<file path="src/rtl/gcbp_corr_rd_seq.sv">
// ----------------------------------------------------------------------------
// gcbp_corr_rd_seq
//
// BRAM read sequencer for the vertical-shift correlation sweep. After a
// frame is complete, it walks every candidate vertical shift s = 0..2R. For
// each shift it reads the overlapping subimage lines l = R..C_LINES-1-R from
// both the current-frame and previous-frame BRAM locations. The previous-frame
// line is offset by (s - R), so shift index R is the zero-displacement case.
//
// The read strobe and addresses are driven in the same cycle as the beat.
// The shift index and last-line marker are delayed to line up with the BRAM
// read data (o_line_valid). This lets the downstream accumulator consume beats
// directly.
//
// Optional feature (macro GCBP_RD_OVERRUN_CNT_EN):
//   When defined, the block adds an 8-bit saturating count of i_start pulses
//   that were ignored because a sweep was in progress. The count is cleared by
//   reset and by each accepted start.
//
// Ports:
//   i_clk, i_resetn          clock, async active-low reset
//   i_start                  frame complete, begin sweep (accepted in idle only)
//   i_curr_frame_loc [1:0]   BRAM location of the current frame
//   i_prev_frame_loc [1:0]   BRAM location of the previous frame
//   o_rd_en                  BRAM read enable (one per beat, no gaps)
//   o_curr_rd_addr  [8:0]    current-frame read address
//   o_prev_rd_addr  [8:0]    previous-frame read address
//   o_line_valid             read data for a beat is valid (o_rd_en delayed)
//   o_shift_idx     [4:0]    shift index aligned to o_line_valid
//   o_shift_last             last line of a shift, aligned to o_line_valid
//   o_busy                   sweep in progress (cycle after start .. done)
//   o_overrun_cnt   [7:0]    ignored-start count (GCBP_RD_OVERRUN_CNT_EN only)
//   o_done                   one-cycle pulse closing the sweep
// ----------------------------------------------------------------------------
module gcbp_corr_rd_seq #(
  parameter int C_LINES                   = 64,
  parameter int C_SEARCH_RANGE            = 4,
  parameter int C_SUBIMAGE_OFFSET_IN_BRAM = 128,
  parameter int C_RD_LATENCY              = 1
) (
  input  logic       i_clk,
  input  logic       i_resetn,
  input  logic       i_start,
  input  logic [1:0] i_curr_frame_loc,
  input  logic [1:0] i_prev_frame_loc,
  output logic       o_rd_en,
  output logic [8:0] o_curr_rd_addr,
  output logic [8:0] o_prev_rd_addr,
  output logic       o_line_valid,
  output logic [4:0] o_shift_idx,
  output logic       o_shift_last,
  output logic       o_busy,
`ifdef GCBP_RD_OVERRUN_CNT_EN
  output logic [7:0] o_overrun_cnt,
`endif
  output logic       o_done
);

  localparam int LAT = C_RD_LATENCY;

  localparam logic [8:0] R9      = 9'(C_SEARCH_RANGE);
  localparam logic [8:0] OFF9    = 9'(C_SUBIMAGE_OFFSET_IN_BRAM);
  localparam logic [8:0] L_FIRST = 9'(C_SEARCH_RANGE);
  localparam logic [8:0] L_LAST  = 9'(C_LINES - 1 - C_SEARCH_RANGE);
  localparam logic [4:0] S_LAST  = 5'(2 * C_SEARCH_RANGE);
  localparam logic [2:0] D_LAST  = 3'(C_RD_LATENCY - 1);

  typedef enum logic [1:0] {
    S_IDLE  = 2'd0,
    S_READ  = 2'd1,
    S_DRAIN = 2'd2,
    S_DONE  = 2'd3
  } state_t;

  state_t     state, state_nxt;

  logic [4:0] s_cnt;
  logic [8:0] l_cnt;
  logic [4:0] nxt_s;
  logic [8:0] nxt_l;
  logic [1:0] curr_loc, prev_loc;
  logic [2:0] drain_cnt;

  logic       start_acc;
  logic       line_end;
  logic       last_beat;

  // Base word address of a frame location, kept to 9 bits like the BRAM port.
  function automatic logic [8:0] loc_base(input logic [1:0] loc);
    return 9'(loc) * OFF9;
  endfunction

  assign start_acc = (state == S_IDLE) && i_start;
  assign line_end  = (l_cnt == L_LAST);
  assign last_beat = line_end && (s_cnt == S_LAST);

  // --------------------------------------------------------------------------
  // FSM: state register
  // --------------------------------------------------------------------------
  always_ff @(posedge i_clk or negedge i_resetn) begin
    if (!i_resetn) state <= S_IDLE;
    else           state <= state_nxt;
  end

  // --------------------------------------------------------------------------
  // FSM: next-state logic
  // --------------------------------------------------------------------------
  always_comb begin
    state_nxt = state;
    case (state)
      S_IDLE:  if (i_start)              state_nxt = S_READ;
      S_READ:  if (last_beat)            state_nxt = S_DRAIN;
      S_DRAIN: if (drain_cnt == D_LAST)  state_nxt = S_DONE;
      S_DONE:                            state_nxt = S_IDLE;
      default:                           state_nxt = S_IDLE;
    endcase
  end

  // --------------------------------------------------------------------------
  // FSM: outputs
  // --------------------------------------------------------------------------
  always_comb begin
    o_rd_en = 1'b0;
    o_done  = 1'b0;
    o_busy  = 1'b0;
    case (state)
      S_READ:  begin o_rd_en = 1'b1; o_busy = 1'b1; end
      S_DRAIN: begin                 o_busy = 1'b1; end
      S_DONE:  begin o_done  = 1'b1; o_busy = 1'b1; end
      default: ;
    endcase
  end

  // --------------------------------------------------------------------------
  // Line / shift counters and latched frame locations
  // --------------------------------------------------------------------------
  // The coordinates of the beat after the current one. They are used to
  // preload the address registers so each READ cycle shows its own address.
  always_comb begin
    nxt_s = s_cnt;
    nxt_l = l_cnt + 9'd1;
    if (line_end) begin
      nxt_s = s_cnt + 5'd1;
      nxt_l = L_FIRST;
    end
  end

  always_ff @(posedge i_clk or negedge i_resetn) begin
    if (!i_resetn) begin
      s_cnt    <= '0;
      l_cnt    <= '0;
      curr_loc <= '0;
      prev_loc <= '0;
    end else if (start_acc) begin
      s_cnt    <= '0;
      l_cnt    <= L_FIRST;
      curr_loc <= i_curr_frame_loc;
      prev_loc <= i_prev_frame_loc;
    end else if (state == S_READ && !last_beat) begin
      s_cnt    <= nxt_s;
      l_cnt    <= nxt_l;
    end
  end

  always_ff @(posedge i_clk or negedge i_resetn) begin
    if (!i_resetn)              drain_cnt <= '0;
    else if (state == S_DRAIN)  drain_cnt <= drain_cnt + 3'd1;
    else                        drain_cnt <= '0;
  end

  // --------------------------------------------------------------------------
  // Address registers
  // --------------------------------------------------------------------------
  // Loaded one beat ahead, so they hold the address of the beat in flight.
  // On the final beat they are left alone, so both ports keep their last
  // address through drain, done and idle.
  always_ff @(posedge i_clk or negedge i_resetn) begin
    if (!i_resetn) begin
      o_curr_rd_addr <= '0;
      o_prev_rd_addr <= '0;
    end else if (start_acc) begin
      // First beat: s = 0, l = R, so the previous-frame offset l+s-R is 0.
      o_curr_rd_addr <= loc_base(i_curr_frame_loc) + L_FIRST;
      o_prev_rd_addr <= loc_base(i_prev_frame_loc) + L_FIRST - R9;
    end else if (state == S_READ && !last_beat) begin
      o_curr_rd_addr <= loc_base(curr_loc) + nxt_l;
      o_prev_rd_addr <= loc_base(prev_loc) + nxt_l + {4'b0, nxt_s} - R9;
    end
  end

  // --------------------------------------------------------------------------
  // Read-latency alignment pipeline
  // --------------------------------------------------------------------------
  logic [LAT:1]       vld_pipe;
  logic [LAT:1][4:0]  sidx_pipe;
  logic [LAT:1]       slast_pipe;

  always_ff @(posedge i_clk or negedge i_resetn) begin
    if (!i_resetn) begin
      vld_pipe   <= '0;
      sidx_pipe  <= '0;
      slast_pipe <= '0;
    end else begin
      vld_pipe[1]   <= o_rd_en;
      sidx_pipe[1]  <= s_cnt;
      slast_pipe[1] <= line_end;
      for (int i = 2; i <= LAT; i++) begin
        vld_pipe[i]   <= vld_pipe[i-1];
        sidx_pipe[i]  <= sidx_pipe[i-1];
        slast_pipe[i] <= slast_pipe[i-1];
      end
    end
  end

  assign o_line_valid = vld_pipe[LAT];
  assign o_shift_idx  = sidx_pipe[LAT];
  assign o_shift_last = slast_pipe[LAT];

  // --------------------------------------------------------------------------
  // Ignored-start counter
  // --------------------------------------------------------------------------
`ifdef GCBP_RD_OVERRUN_CNT_EN
  always_ff @(posedge i_clk or negedge i_resetn) begin
    if (!i_resetn)
      o_overrun_cnt <= '0;
    else if (start_acc)
      o_overrun_cnt <= '0;
    else if (i_start && state != S_IDLE && o_overrun_cnt != 8'hFF)
      o_overrun_cnt <= o_overrun_cnt + 8'd1;
  end
`endif

endmodule

</file>
<file path="config.mk">
export PLATFORM = sky130hd
export DESIGN_NAME = gcbp_corr_rd_seq
export DESIGN_NICKNAME = d
export VERILOG_FILES = /design/src/rtl/gcbp_corr_rd_seq.sv
export SDC_FILE = /design/constraint.sdc
export NUM_CORES = 1
export LEC_CHECK = 0
export ABC_AREA = 1
export CORE_UTILIZATION = 45
export CTS_CLUSTER_SIZE = 28
export DETAILED_ROUTE_END_ITERATION = 10
export GPL_TIMING_DRIVEN = 0
export HOLD_SLACK_MARGIN = 0.15
export PLACE_DENSITY = 0.7
export SLEW_MARGIN = 0
export SYNTH_ARGS = -nofsm -noshare
export SYNTH_HDL_FRONTEND = slang
export SYNTH_SLANG_ARGS = --single-unit
export TNS_END_PERCENT = 5
</file>
<file path="constraint.sdc">
create_clock -name i_clk -period 2.8 [get_ports i_clk]
set_input_delay 0.28 -clock i_clk [delete_from_list [all_inputs] [get_ports i_clk]]
set_output_delay 0.28 -clock i_clk [all_outputs]
set_load 0.03 [all_outputs]
</file>
==> results.tsv, run 1 <==
metric	value	unit
outcome	completed	
Inst Count DP	388	
end-of-flow core utilization	62.4	%
post-route cell area	3270	um^2
power density cells	1330	nW/um^2
cell row count	26	
Hold Path Depth	0	
reg-to-reg endpoint	o_prev_rd_addr[5]$_DFFE_PN0P_	
initial antenna violation count	0	
pre-CTS WS	-0.169	ns
setup ws final	0.0689	ns
Netlist cell types	33	
EDFF count, synth	0	
Post-Syn Nets	315	
Reg clk slew, reported paths	0.10	ns
leading cell types in the layout, fill and taps excluded	46 x nand2_1, 43 x inv_1, 40 x dfrtp_1	
yosys warns	0	
H-tree Lvls	2	
Final Cycle Share	97.5	%
CP max FO	5	
post-synthesis register bit count	41	
final setup fails	0	
Die Area	5890	um^2
Critical Path Sink Type	flip-flop	
peak per-stage delay on the critical path	0.46	ns
Worst Clk Skew	0.0154	ns
Seq/Total Area, Yosys	40.8	%
Hold Path End	o_shift_idx[1]$_DFF_PN0_	
max-cap check violation count	0	
crit path cell chain	inv_2 -> nand2_2 -> nor3_4 -> nand2_4 -> buf_4 -> buf_4 -> nand3_2 -> ha_1 -> inv_1 -> ha_4 -> inv_1 -> o21bai_1 -> buf_4 -> a31o_2 -> xnor2_1 -> o21ai_1	
layout cells sized above 1	22.5	%
IO Pins	35	
fin nets	369	
Routed Antenna Nets	0	
Clock Latency Late Sink	0.31	ns
most common cell after layout, fill and taps aside	nand2_1	
drt total wl	5.24	mm
pin count of the biggest net entering global routing	22	
syn_area_per_cell	8.88	um^2
Worst Hold Class	reg -> reg	
Slew @ Worst Pin	0.600	ns
worst r2r src	l_cnt[2]$_DFFE_PN0P_	
Worst VDD drop	769	uV
delay-heaviest family, CP	buffers and inverters	
Slew Limit Fails	0	
antenna cells	0	
PortBufs	34	
Mapped Area	2510	um^2
Buf/Inv on CP	6	
R2R cell count	16	
vias per cell	4.96	
Routed wire per std cell	12.8	um
Critical Path AT	2.93	ns
Die X	76.7	um
# DRC	0	
HP Start	s_cnt[1]$_DFFE_PN0P_	
total power	4.35	mW
Post-Synthesis Cells	283	
Root Driver	clkbuf_8	
crit path max-delay cell type	dfrtp_1	
CTS tree	yes	
drt first pass iters	5	
TritonCTS Sinks	41	
first-pass GRT wire length	8.74	mm
total CTS buffers	5	
core area	5240	um^2
crit start category	flip-flop	
DP Area	2960	um^2
Hold WS	0.449	ns
hpwl dp	3.78	mm
vias in the first global route	1896	
Iteration-0 DRC Markers	92	
clk buf depth	2	
Main synth FF type	dfrtp_1	
fmax	366	MHz
Worst Path Required	2.99	ns
RSZ-0062 raised after global routing	true	
r2r setup slk	0.07	ns
initial core utilization	48.0	%
gpl congestion	0.800	
Post-synth ARST share	100	%
GR Util All Layers	18.5	%
Fin Setup TNS	0	ns
CP Class	reg -> reg	
Leak	1.58	nW
Final Non-Filler Cells	408	
Overflow after GRT	0	
Hold Vio Cnt, Final	0	
Die Span Y	76.7	um
Rel. slew slack	60.0	%
Area Overhead vs Synth	30.1	%
post-layout minimum cycle time	2.73	ns
DR vias	2023	
Most common cell on crit path	buf_4	
## metal layers
layer / vias up / GRT usage (%) / part of all wire [%]
met4: 0 / 5.19 / 0.82
met3: 6 / 3.69 / 4.2
met1: 950 / 24.5 / 47
met5: - / 0 / 0
li1: 1019 / - / -
met2: 48 / 30.6 / 48
## synthesized netlist by cell type (2+ instances only)
cell	n	area, um^2
nand2_1	48	180
inv_1	44	165
dfrtp_1	41	1030
nand3_1	28	140
ha_1	24	300
o21ai_0	16	80.1
nor2_1	15	56.3
o22ai_2	9	113
buf_4	7	52.6
xor2_1	6	52.6
a21oi_1	5	25.0
a31oi_1	5	31.3
xnor2_1	5	43.8
inv_2	3	11.3
nand2_2	3	18.8
buf_6	2	22.5
clkbuf_1	2	7.51
nand2_4	2	22.5
nand4_1	2	12.5
nor2_4	2	22.5
nor3_4	2	32.5
## sequential cells by signal, summed over array words and instances, names as in the netlist
| name | cells |
|---|---|
| curr_loc | 2 |
| drain_cnt | 3 |
| l_cnt | 9 |
| o_curr_rd_addr | 2 |
| o_line_valid | 1 |
| o_prev_rd_addr | 9 |
| o_shift_idx | 5 |
| o_shift_last | 1 |
| prev_loc | 2 |
| s_cnt | 5 |
| state | 2 |
## logic make-up after synthesis
group,share of synthesized area [%]
AND/OR/NAND/NOR,20.5
flip-flops,40.8
AO/OA/AOI/OAI,11.6
buffers and inverters,10.5
adder cells (fa/ha/maj),12.7
XOR/XNOR,3.83
## how the worst max path moves through the flow
stage,slack (ns),cells after the start,start,end
2_1_floorplan,0.14,12,l_cnt[0]$_DFFE_PN0P_,o_prev_rd_addr[5]$_DFFE_PN0P_
3_3_place_gp,-0.14,17,l_cnt[1]$_DFFE_PN0P_,o_prev_rd_addr[8]$_DFFE_PN0P_
3_5_place_dp,-0.17,17,l_cnt[1]$_DFFE_PN0P_,o_prev_rd_addr[8]$_DFFE_PN0P_
4_1_cts,0.0001,17,l_cnt[0]$_DFFE_PN0P_,o_prev_rd_addr[8]$_DFFE_PN0P_
5_1_grt,-0.05,16,l_cnt[1]$_DFFE_PN0P_,o_prev_rd_addr[5]$_DFFE_PN0P_
6_report,0.07,16,l_cnt[2]$_DFFE_PN0P_,o_prev_rd_addr[5]$_DFFE_PN0P_
## cell type report
class                      instances  area [um^2]
buffer                            12         87.6
clock buffer                       5         68.8
clock inverter                     3         25.0
fill                             436         1970
inverter                          47          181
multi-input combinational        183         1340
sequential                        41         1030
tap                               70         87.6
timing repair buffer              47          455
## worst reg2reg max path: cells and delay by family, from the launching register on
family          cells  cell delay (ns)
fa+ha+maj           2             0.45
simple gates        4             0.44
flops               1             0.46
compound gates      3             0.39
buf+inv             6             0.73
xor+xnor            1             0.15
## where the power goes
| part | switching (mW) | internal, mW | total, mW |
|---|---|---|---|
| clock | 0.233 | 0.180 | 0.413 |
| combinational | 1.66 | 1.27 | 2.93 |
| sequential | 0.191 | 0.822 | 1.01 |
| total | 2.08 | 2.27 | 4.35 |
## what timing repair did
| action | 4_1_cts | 5_1_grt |
|---|---|---|
| endpoints found under the hold margin | 20 | 0 |
| endpoints found under the setup margin | 4 | 5 |
| hold buffers | 1 | 0 |
| pin swaps | 2 | 14 |
| resized for setup | 8 | 21 |
| buffers inserted | 5 | 6 |
Power figures use the tool's default switching activity.
==> inputs of run 2 (changes only) <==
CORE_MARGIN = 10   (was unset)
SLEW_MARGIN = 20   (was 0)
==> results.tsv, run 2 (synthesis results as in run 1) <==
metric	value	unit
post-route cell area	3320	um^2
DP Area	2970	um^2
multi-input gate area in the final layout	1390	um^2
Routed wire per std cell	14.0	um
Fin Setup TNS	0	ns
Seq. cell area	1030	um^2
end-of-flow core utilization	60.6	%
Inst Count DP	390	
leading cell types in the layout, fill and taps excluded	46 x nand2_1, 43 x inv_1, 41 x dfrtp_1	
initial core utilization	45.9	%
Iteration-0 DRC Markers	92	
max-cap check violation count	0	
fin nets	368	
TritonCTS Sinks	41	
Internal Power	2.30	mW
final setup fails	0	
R2R cell count	17	
Slew Limit Fails	0	
total power	4.46	mW
peak per-stage delay on the critical path	0.41	ns
post-layout minimum cycle time	2.68	ns
cell row count	27	
Hold Path End	drain_cnt[0]$_DFF_PN0_	
vias in the first global route	1937	
Logic pwr share	68.0	%
CTS tree	yes	
Die Span Y	94.7	um
P_sw	2.15	mW
Die Area	8980	um^2
Die X	94.7	um
Rel. slew slack	63.0	%
total CTS buffers	5	
Root Driver	clkbuf_8	
Buf/Inv on CP	2	
power density cells	1340	nW/um^2
Worst Hold Class	reg -> reg	
GR Util All Layers	12.7	%
Routed Antenna Nets	0	
crit start category	flip-flop	
Slew @ Worst Pin	0.555	ns
Most common cell on crit path	nand3_2	
violated checks	design-rule violations	
Filler Cell Count	459	
CP Class	reg -> reg	
HP Start	drain_cnt[0]$_DFF_PN0_	
first-pass GRT wire length	9.11	mm
Critical Path AT	2.91	ns
fmax	373	MHz
# DRC	1	
CP max FO	8	
drt total wl	5.74	mm
Reg power frac	22.7	%
clk buf depth	2	
Clk network pwr share	9.3	%
reg-to-reg endpoint	o_prev_rd_addr[8]$_DFFE_PN0P_	
Worst Clk Skew	0.00699	ns
crit path cell chain	ha_4 -> nand2_4 -> nor3_4 -> nand2_4 -> inv_8 -> nand2_1 -> o21ai_1 -> ha_1 -> inv_1 -> ha_2 -> nand2_1 -> nand3_4 -> nand2_2 -> nand3_2 -> nand3_2 -> nand3_2 -> a21oi_2	
Critical Path Sink Type	flip-flop	
outcome	finished with violations	
drt first pass iters	7	
initial antenna violation count	0	
Hold Path Depth	1	
Worst Path Required	3.03	ns
Area Overhead vs Synth	32.0	%
delay-heaviest family, CP	simple AND/OR/NAND/NOR gates	
Leak	1.61	nW
most common cell after layout, fill and taps aside	nand2_1	
worst r2r src	l_cnt[1]$_DFFE_PN0P_	
gpl congestion	0.848	
vias per cell	5.03	
pin count of the biggest net entering global routing	23	
r2r setup slk	0.12	ns
antenna cells	0	
Final Cycle Share	95.8	%
Overflow after GRT	0	
layout cells sized above 1	22.6	%
H-tree Lvls	2	
IO Pins	35	
Final Non-Filler Cells	409	
crit path max-delay cell type	dfrtp_1	
Reg clk slew, reported paths	0.09	ns
Clock Latency Late Sink	0.30	ns
Worst VDD drop	778	uV
Hold Vio Cnt, Final	0	
DR vias	2056	
core area	5470	um^2
PortBufs	34	
hpwl dp	4.02	mm
RSZ-0062 raised after global routing	true	
Largest regs	l_cnt x9, o_prev_rd_addr x9	
switching share of power	48.3	%
-- run 2: power groups by stage --
stage	Combinational, mW	Sequential (mW)	Clock (mW)
after floorplan	1.79	1.16	0
after global placement	2.60	1.01	0
after detailed placement	2.64	1.02	0
after CTS	2.69	1.00	0.429
after global routing	3.42	1.05	0.451
final	3.03	1.01	0.415
-- run 2: stage by stage --
| step | setup slack, ns | hold slack (ns) |
|---|---|---|
| 6_report | 0.118 | 0.463 |
| 3_5_place_dp | -0.149 | 0.275 |
| 3_3_place_gp | -0.138 | 0.426 |
| 2_1_floorplan | 0.140 | -0.0156 |
| 4_1_cts | -0.0255 | 0.467 |
| 5_1_grt | -0.105 | 0.498 |
-- run 2: worst register-to-register path: stages (launching register included) --
cell and delay (ns):
dfrtp_1 0.41, ha_4 0.18, nand2_4 0.05, nor3_4 0.21
nand2_4 0.13, inv_8 0.11, nand2_1 0.05, o21ai_1 0.15
ha_1 0.27, inv_1 0.07, ha_2 0.31, nand2_1 0.12
nand3_4 0.10, nand2_2 0.08, nand3_2 0.07, nand3_2 0.07
nand3_2 0.08, a21oi_2 0.16
-- run 2: final cells by class --
class | count | share of cell area (%)
clock buffer | 5 | 2.07
timing repair buffer | 46 | 13.5
sequential | 41 | 30.9
inverter | 47 | 5.55
buffer | 12 | 2.64
clock inverter | 3 | 0.754
tap | 72 | 2.72
multi-input combinational | 183 | 41.8
-- run 2: what timing repair did --
action / in CTS / in global routing
hold buffers: 1 / 0
hold endpoints to repair: 19 / 0
pin swaps: 0 / 13
setup endpoints to repair: 4 / 5
cloned: 0 / 0
buffers inserted: 2 / 8
resized for setup: 5 / 32
-- run 2: routing by layer --
layer  vias to the layer above  track usage [%]  part of all wire, %
met1                       968             15.8                   43
met5                         -                0                    0
met3                        12             3.73                  7.0
met2                        54             19.9                   48
li1                       1022                -                    -
met4                         0             5.61                  1.9
-- run 2: worst max path at each step --
| stage | from | endpoint | slack [ns] | cells after the start |
|---|---|---|---|---|
| floorplan | l_cnt[0]$_DFFE_PN0P_ | o_prev_rd_addr[5]$_DFFE_PN0P_ | 0.14 | 12 |
| global placement | l_cnt[1]$_DFFE_PN0P_ | o_prev_rd_addr[8]$_DFFE_PN0P_ | -0.14 | 17 |
| detailed placement | l_cnt[1]$_DFFE_PN0P_ | o_prev_rd_addr[8]$_DFFE_PN0P_ | -0.15 | 17 |
| CTS | l_cnt[1]$_DFFE_PN0P_ | o_prev_rd_addr[8]$_DFFE_PN0P_ | -0.03 | 17 |
| global route | l_cnt[1]$_DFFE_PN0P_ | o_prev_rd_addr[7]$_DFFE_PN0P_ | -0.11 | 15 |
| finish | l_cnt[1]$_DFFE_PN0P_ | o_prev_rd_addr[8]$_DFFE_PN0P_ | 0.12 | 17 |
==> inputs of run 3 (changes only) <==
CAP_MARGIN = 30   (was unset)
CORE_ASPECT_RATIO = 1.4   (was unset)
DONT_BUFFER_PORTS = 1   (was unset)
PLACE_DENSITY = unset   (was 0.7)
==> results.tsv, run 3 (synthesis results as in run 1) <==
metric	value	unit
outcome	completed	
initial antenna violation count	0	
DP Area	2600	um^2
switching share of power	49.2	%
CTS tree	yes	
Clk network pwr share	11.4	%
Critical Path Sink Type	flip-flop	
Rel. slew slack	62.0	%
TritonCTS Sinks	41	
Iteration-0 DRC Markers	61	
first-pass GRT wire length	8.86	mm
IO Pins	35	
RSZ-0062 raised after global routing	true	
Hold WS	0.298	ns
# DRC	0	
leading cell types in the layout, fill and taps excluded	44 x nand2_1, 43 x inv_1, 41 x dfrtp_1	
cell row count	32	
max-cap check violation count	0	
GR Util All Layers	11.9	%
Largest regs	l_cnt x9, o_prev_rd_addr x9	
power density cells	1400	nW/um^2
Root Driver	clkbuf_8	
Slew Limit Fails	0	
initial core utilization	45.8	%
DR vias	1920	
core area	5490	um^2
post-route cell area	3080	um^2
Area Overhead vs Synth	22.3	%
Worst Hold Class	in -> reg	
wire length on met2	2.83	mm
P_sw	2.12	mW
Leak	1.51	nW
Routed Antenna Nets	0	
CP Class	reg -> reg	
fmax	371	MHz
vias per cell	5.12	
Routed wire per std cell	14.8	um
wl on met1	2.26	mm
pre-CTS WS	-0.144	ns
drt first pass iters	4	
Overflow after GRT	0	
Reg clk slew, reported paths	0.09	ns
H-tree Lvls	2	
clk buf depth	2	
CP max FO	8	
Worst VDD drop	827	uV
PortBufs	0	
pin count of the biggest net entering global routing	42	
final setup fails	0	
Die Area	9020	um^2
drt total wl	5.56	mm
Logic pwr share	60.4	%
Critical Path AT	2.91	ns
fin nets	338	
post-layout minimum cycle time	2.70	ns
gpl congestion	0.838	
Inst Count DP	351	
Reg power frac	28.1	%
total power	4.31	mW
crit start category	flip-flop	
layout cells sized above 1	26.4	%
hpwl dp	3.99	mm
met3 WL post-DR	364	um
setup ws final	0.105	ns
Clock Latency Late Sink	0.30	ns
Final Non-Filler Cells	375	
Hold Vio Cnt, Final	0	
Internal Power	2.19	mW
Die X	83.2	um
vias in the first global route	1865	
Die Span Y	108	um
top sig layer	met4	
Final Cycle Share	96.3	%
Filler Cell Count	471	
antenna cells	0	
total CTS buffers	5	
Worst Clk Skew	0.0105	ns
most common cell after layout, fill and taps aside	nand2_1	
Worst Path Required	3.02	ns
Slew @ Worst Pin	0.570	ns
## run 3: per-stage QoR
stage          util (%)  setup TNS (ns)
2_1_floorplan         -               0
3_3_place_gp       47.4          -0.433
3_5_place_dp       47.4          -0.470
4_1_cts            51.5        -0.00834
5_1_grt            56.1         -0.0389
6_report           56.1               0
## run 3: path summary, 6_finish.rpt
| path | from | end | slack (ns) | cells past startpoint |
|---|---|---|---|---|
| worst max-delay path | l_cnt[1]$_DFFE_PN0P_ | o_prev_rd_addr[7]$_DFFE_PN0P_ | 0.10 | 15 |
| worst min-delay path | i_start | state[1]$_DFFE_PN0P_ | 0.30 | 3 |
| worst max register to register | l_cnt[1]$_DFFE_PN0P_ | o_prev_rd_addr[7]$_DFFE_PN0P_ | 0.10 | 15 |
| worst min register to register | s_cnt[1]$_DFFE_PN0P_ | o_shift_idx[1]$_DFF_PN0_ | 0.44 | 0 |
| max in group asynchronous | i_resetn | prev_loc[1]$_DFFE_PN0P_ | 2.16 | 2 |
| min in group asynchronous | i_resetn | o_shift_idx[1]$_DFF_PN0_ | 0.43 | 2 |
## run 3: critical path: stages (launching register included)
cell	delay, ns
dfrtp_1	0.41
ha_4	0.18
nand2_4	0.05
nor3_4	0.20
nand2_4	0.14
inv_8	0.11
nand2_4	0.06
xor2_4	0.16
ha_4	0.29
inv_4	0.04
fa_2	0.40
nand4_1	0.12
nand3_1	0.08
nand2_1	0.08
nand3_2	0.07
a31oi_2	0.19
## run 3: metal layers
| layer | up-vias | track usage (%) |
|---|---|---|
| met5 | - | 0 |
| met4 | 0 | 4.76 |
| met3 | 7 | 4.36 |
| met2 | 35 | 20.6 |
| met1 | 924 | 13.0 |
| li1 | 954 | - |
## run 3: power groups by stage
stage	clock network (mW)	registers [mW]	logic [mW]
2_1_floorplan	0	1.16	1.79
3_3_place_gp	0	1.22	2.13
3_5_place_dp	0	1.22	2.14
4_1_cts	0.502	1.20	2.23
5_1_grt	0.522	1.25	2.95
6_report	0.492	1.21	2.60
## run 3: repair_timing
action,4_1_cts,5_1_grt
hold buffers,6,0
endpoints found under the setup margin,4,5
buffers inserted,2,8
pin swaps,0,14
gates resized for setup,6,38
endpoints found under the hold margin,45,0
## run 3: layout make-up
| type | instances | area [um^2] | share of cell area (%) |
|---|---|---|---|
| Clock buffer | 5 | 68.8 | 2.24 |
| Tap cell | 68 | 85.1 | 2.77 |
| Multi-Input combinational cell | 183 | 1430 | 46.5 |
| Clock inverter | 3 | 46.3 | 1.51 |
| Buffer | 12 | 87.6 | 2.85 |
| Timing Repair Buffer | 16 | 145 | 4.72 |
| Sequential cell | 41 | 1030 | 33.4 |
| Inverter | 47 | 186 | 6.06 |
